===== config.mk =====
export PLATFORM = sky130hd
export DESIGN_NAME = traffic_rr
export DESIGN_NICKNAME = d
export VERILOG_FILES = /design/src/rtl/traffic_rr.sv
export SDC_FILE = /design/constraint.sdc
export NUM_CORES = 1
export LEC_CHECK = 0
export BUFFER_PORTS_ARGS = -buffer_cell sky130_fd_sc_hd__buf_4
export CELL_PAD_IN_SITES_DETAIL_PLACEMENT = 1
export CELL_PAD_IN_SITES_GLOBAL_PLACEMENT = 2
export CORE_MARGIN = 1
export CORE_UTILIZATION = 31
export DETAILED_ROUTE_END_ITERATION = 12
export PLACE_DENSITY_LB_ADDON = 0.25
export SYNTH_ARGS = -nofsm -noshare
export SYNTH_HDL_FRONTEND = slang
export SYNTH_SLANG_ARGS = --single-unit

===== constraint.sdc =====
create_clock -name clk -period 2.67 [get_ports clk]
set_clock_uncertainty 0.05 [all_clocks]
set_input_delay 0.534 -clock clk [delete_from_list [all_inputs] [get_ports clk]]
set_output_delay 0.534 -clock clk [all_outputs]
set_load 0.02 [all_outputs]

===== src/rtl/traffic_rr.sv =====
// traffic_rr: N-way demand-driven round-robin traffic-light controller.
// Serves one approach at a time with all-red clearance between grants,
// holds green while nobody else waits, and offers night flashing amber.
module traffic_rr #(
  parameter int NUM_DIR = 4,
  parameter int T_CLEAR = 3,
  parameter int T_RA    = 2,
  parameter int T_GREEN = 20,
  parameter int T_AMBER = 4,
  parameter int T_FLASH = 8,
  localparam int DIRW   = $clog2(NUM_DIR)
) (
  input  logic                 clk,
  input  logic                 reset,
  input  logic [NUM_DIR-1:0]   demand,
  input  logic                 night_mode,
  output logic [4*NUM_DIR-1:0] lamp,
  output logic [DIRW-1:0]      active_dir,
  output logic [2:0]           state_o
);

  localparam logic [2:0] S_ALL_RED   = 3'd0;
  localparam logic [2:0] S_RED_AMBER = 3'd1;
  localparam logic [2:0] S_GREEN     = 3'd2;
  localparam logic [2:0] S_AMBER     = 3'd3;
  localparam logic [2:0] S_FLASH     = 3'd4;

  localparam logic [3:0] L_GREEN = 4'b1000;
  localparam logic [3:0] L_RA    = 4'b0100;
  localparam logic [3:0] L_RED   = 4'b0010;
  localparam logic [3:0] L_AMBER = 4'b0001;
  localparam logic [3:0] L_DARK  = 4'b0000;

  function automatic int max2(input int a, input int b);
    return (a > b) ? a : b;
  endfunction

  // Timer holds values up to T_x-1 for the longest timed state.
  localparam int T_MAX = max2(max2(max2(T_CLEAR, T_RA), max2(T_GREEN, T_AMBER)), T_FLASH);
  localparam int TW    = (T_MAX > 1) ? $clog2(T_MAX) : 1;

  // Approach index a+k, wrapped modulo NUM_DIR.
  function automatic logic [DIRW-1:0] wrap_add(input logic [DIRW-1:0] a, input int k);
    int s;
    s = (int'(a) + k) % NUM_DIR;
    return DIRW'(s);
  endfunction

  logic [2:0]           state, state_n;
  logic [TW-1:0]        timer, timer_n;
  logic [DIRW-1:0]      dir_n, next_dir;
  logic [NUM_DIR-1:0]   pending, pending_n, dir_oh, mask, clr;
  logic                 flash_ph, flash_n, ra_done, expired;
  logic [4*NUM_DIR-1:0] lamp_n;

  assign expired = (timer == '0);
  assign state_o = state;
  assign dir_oh  = NUM_DIR'(1) << active_dir;

  // Round-robin pick: closest pending approach after active_dir, itself last.
  always_comb begin
    // NOTE: every combinational output gets a default first so no path leaves it unassigned (no latch).
    next_dir = active_dir;
    // Walk from farthest to nearest so the nearest pending approach wins.
    for (int i = NUM_DIR; i >= 1; i--) begin
      if (pending[wrap_add(active_dir, i)]) next_dir = wrap_add(active_dir, i);
    end
  end

  // Phase sequencing and timer reload on state entry.
  always_comb begin
    state_n = state;
    timer_n = expired ? '0 : timer - TW'(1);
    dir_n   = active_dir;
    flash_n = flash_ph;
    ra_done = 1'b0;
    case (state)
      S_ALL_RED: begin
        if (expired) begin
          if (night_mode) begin
            state_n = S_FLASH;
            timer_n = TW'(T_FLASH - 1);
            flash_n = 1'b0;
          end else if (|pending) begin
            state_n = S_RED_AMBER;
            timer_n = TW'(T_RA - 1);
            dir_n   = next_dir;
          end
        end
      end
      S_RED_AMBER: begin
        if (expired) begin
          state_n = S_GREEN;
          timer_n = TW'(T_GREEN - 1);
          ra_done = 1'b1;
        end
      end
      S_GREEN: begin
        // Hold green with the timer parked at 0 while nothing else waits.
        if (expired && ((|pending) || night_mode)) begin
          state_n = S_AMBER;
          timer_n = TW'(T_AMBER - 1);
        end
      end
      S_AMBER: begin
        if (expired) begin
          state_n = S_ALL_RED;
          timer_n = TW'(T_CLEAR - 1);
        end
      end
      S_FLASH: begin
        if (!night_mode) begin
          state_n = S_ALL_RED;
          timer_n = TW'(T_CLEAR - 1);
        end else if (expired) begin
          timer_n = TW'(T_FLASH - 1);
          flash_n = ~flash_ph;
        end
      end
      default: begin
        state_n = S_ALL_RED;
        timer_n = TW'(T_CLEAR - 1);
      end
    endcase
  end

  // Request latching: the served approach is masked while it has right of way.
  always_comb begin
    mask      = ((state == S_RED_AMBER) || (state == S_GREEN)) ? dir_oh : '0;
    clr       = ra_done ? dir_oh : '0;
    pending_n = (pending & ~clr) | (demand & ~mask);
  end

  // Lamp word for the upcoming state so registered lamps change with state.
  always_comb begin
    lamp_n = '0;
    for (int d = 0; d < NUM_DIR; d++) begin
      if (state_n == S_FLASH) begin
        lamp_n[4*d +: 4] = flash_n ? L_DARK : L_AMBER;
      end else if (DIRW'(d) == dir_n) begin
        case (state_n)
          S_RED_AMBER: lamp_n[4*d +: 4] = L_RA;
          S_GREEN:     lamp_n[4*d +: 4] = L_GREEN;
          S_AMBER:     lamp_n[4*d +: 4] = L_AMBER;
          default:     lamp_n[4*d +: 4] = L_RED;
        endcase
      end else begin
        lamp_n[4*d +: 4] = L_RED;
      end
    end
  end

  // State, timer, grant, request and lamp registers.
  always_ff @(posedge clk or negedge reset) begin
    if (!reset) begin
      state      <= S_ALL_RED;
      timer      <= TW'(T_CLEAR - 1);
      active_dir <= DIRW'(NUM_DIR - 1);
      pending    <= '0;
      flash_ph   <= 1'b0;
      lamp       <= {NUM_DIR{L_RED}};
    end else begin
      // NOTE: non-blocking assignments so every register samples pre-edge values.
      state      <= state_n;
      timer      <= timer_n;
      active_dir <= dir_n;
      pending    <= pending_n;
      flash_ph   <= flash_n;
      lamp       <= lamp_n;
    end
  end

endmodule


==> flow_summary_export.csv <==
group,metric,value,unit
sta,drv_slew,0,
power,total_leakage_power,0.909,nW
synthesis,ys_seq_area_share,47.2,%
outcome,status,"completed",
synthesis,synth_edf_count,0,
detailed_routing,wire_per_inst,15.8,um
worst_setup_path,worstSetupPathType,"reg -> reg",
floorplanning,die_w,75.2,um
clock_tree,cts_setup_buffers,0,
min_path,hold_path_class,"in -> async",
synthesis,synthesis.area,1660,um^2
worst_setup_path,cp.required,2800,ps
sta,min_period,2500,ps
cells_and_area,nets,214,
synthesis,syn-num-nets,185,
grt,grt_pass1_wl,7250,um
sta,finalSetupViolations,0,
sta,fin_crit_sh,93.5,%
cells_and_area,diodes,0,
floorplanning,core,5140,um^2
synthesis,avgSynthCellArea,9.61,um^2
synthesis,synth_most_common_cell,"dfrtp_1",
clock_tree,cts_buffers,5,
cells_and_area,syn2layout_area_growth,23.9,%
sta,grt_setup_unrepaired,"no",
grt,grt_max_degree,32,
synthesis,synthArstFlopShare,100,%
worst_setup_path,endpoint_kind,"register",
detailed_routing,drc,0,
synthesis,netlist_top_cells_count,"24 x dfrtp_1, 18 x nand2_1, 13 x nor2_1",
clock_tree,htree_levels,2,
cells_and_area,n_fill_cell,625,
worst_setup_path,reg2reg_setup_slack,170,ps
synthesis,synth-seq-cells,31,
synthesis,netlist_instances,173,
worst_setup_path,worstSetupStartpointType,"register",
cells_and_area,stdcell_count,273,
grt,grt_use_total,17.5,%
grt,antenna_found_initial,0,
cells_and_area,multi_input_comb_area,776,um^2
detailed_routing,drt_pre_antenna_iters,4,
synthesis,yosys.area.top_type_share,36.1,%
flow_run,cap_violations,0,
power,powerDensity,482,nW/um^2
detailed_routing,ant_nets,0,
clock_tree,cts_sinks,31,
sta,tightest_slew,560,ps
cells_and_area,drive_gt1_share,29.6,%
clock_tree,clk_pin_slew_worst_paths,70,ps
clock_tree,clock_latency,280,ps
floorplanning,start_util,32.4,%
power,vdd_drop_max,0.166,mV
detailed_routing,detail_route.vias_per_cell,5.12,
worst_setup_path,arrival,2630,ps
floorplanning,rows,26,
detailed_routing,wl,4320,um
sta,fmax,400,MHz
place,dp.final_hpwl,3190,um
floorplanning,ios,28,
grt,overflow,0,
worst_setup_path,path_max_fanout,9,
synthesis,ys.flop_type,"dfrtp_1",
place,port_buffers,27,
detailed_routing,vias,1399,
place,gp_congestion,0.792,
floorplanning,die-height,75.2,um
grt,grt_pass1_vias,1451,
clock_tree,cts-root-buf,"clkbuf_8",
synthesis,yosys.area.top_type,"dfrtp_1",
floorplanning,fp.dieArea,5660,um^2
sta,setup_tns,0,ps
clock_tree,cts_hold_buf,0,
place,dp.cells,265,
clock_tree,cts_tree,"yes",
sta,relSlewSlack,62.4,%
synthesis,yosys-top-cells-area,"dfrtp_1 36%, dfstp_2 11%, nand2_1 4.1%",
cells_and_area,seqCellArea,785,um^2
sta,final_hold_viol_count,0,
synthesis,yosysUniqueCellTypes,47,
detailed_routing,drt-initial-drc-count,49,
clock_tree,clk_path_buf_depth,2,
synthesis,synth-warning-count,0,
-- layout by cell type, fill, tap and decap left out, types with 2 or more instances in the layout --
master    netlist  final
nand2b_1        3      3
a31oi_1         5      5
clkbuf_8        0      6
a22o_1          5      5
inv_1           8      8
a21o_1          2      2
ha_1            5      5
nand3_1         2      2
buf_4           0     34
or4_1           2      2
nor2b_1         3      3
a211oi_1        2      2
a21oi_1         8      8
mux2_2          3      3
dfstp_2         7      7
nand3b_1        2      2
nor3_1         11     11
o21ai_0         7      7
nand2_1        18     18
o31ai_1         5      5
xnor2_1         3      3
mux2i_1         2      2
nor2_1         13     13
dfrtp_1        24     24
-- critical path, stage by stage, from the launching register on --
cell and delay (ps):
dfrtp_1 400, inv_1 60, ha_1 220, or4b_4 560
o31a_1 340, a41oi_2 180, and2_4 240, inv_4 70
o31ai_1 260
-- routing by layer --
| metal | track usage, % | vias to the layer above | share of wire [%] |
|---|---|---|---|
| met5 | 0 | - | 0 |
| met4 | 6.79 | 0 | 1.6 |
| met3 | 3.88 | 7 | 4.2 |
| met2 | 28.8 | 27 | 49 |
| met1 | 22.4 | 695 | 46 |
| li1 | - | 670 | - |
-- power breakdown --
part / internal (mW) / switching [mW] / leakage (nW)
Clock: 0.302 / 0.177 / 0.0612
Combinational: 0.0143 / 0.0283 / 0.457
Sequential: 0.472 / 0.000319 / 0.391
-- flip-flops by register name, indices dropped and copies added (netlist names) --
| signal | flops |
|---|---|
| pending | 4 |
| lamp | 16 |
| timer | 5 |
| state_o | 3 |
| active_dir | 2 |
| flash_ph | 1 |
-- metrics by stage --
stage	utilization, %	setup slack, ps	instance area (um^2)	power [mW]	hold WS (ps)
floorplan	-	28.6	1660	0.501	188
global placement	37.8	274	1940	0.521	428
detailed placement	37.8	119	1940	0.523	440
CTS	40.0	79.4	2060	1.01	128
global route	40.1	49.8	2060	1.03	134
finish	40.1	173	2060	0.994	116
-- logic make-up (layout without fill, tap and decap cells) --
| logic type | after synthesis | count (layout) | share of synthesized area (%) |
|---|---|---|---|
| adder cells (fa/ha/maj) | 5 | 5 | 3.76 |
| buffers and inverters | 22 | 52 | 6.32 |
| XOR/XNOR | 4 | 4 | 2.11 |
| AO/OA/AOI/OAI | 44 | 44 | 18.7 |
| flip-flops | 31 | 31 | 47.2 |
| AND/OR/NAND/NOR | 62 | 62 | 18.7 |
| multiplexers | 5 | 5 | 3.24 |
-- repair_timing --
| action | 4_1_cts | 5_1_grt |
|---|---|---|
| endpoints found under the hold margin | 0 | 0 |
| resized for setup | 0 | 1 |
| setup endpoints to repair | 0 | 3 |
-- cell type report --
type / count / area share, %
repair buffers: 34 / 12.4
inverters: 10 / 1.94
flip-flops and latches: 31 / 38.1
clock inverters: 2 / 1.70
well taps: 70 / 4.25
multi-input cells: 120 / 37.6
clock buffers: 6 / 4.01
-- path summary, 6_finish.rpt --
check,start,end,cells past startpoint
min reg2reg,timer[0]$_DFF_PN0_,timer[0]$_DFF_PN0_,1
max reg2reg,timer[0]$_DFF_PN0_,lamp[4]$_DFF_PN0_,8
min,reset,timer[2]$_DFF_PN0_,1
max,timer[0]$_DFF_PN0_,lamp[4]$_DFF_PN0_,8
max in group asynchronous,reset,lamp[9]$_DFF_PN1_,1
min in group clk,demand[0],pending[0]$_DFF_PN0_,2
No activity file was read; power rests on OpenSTA's default activity.
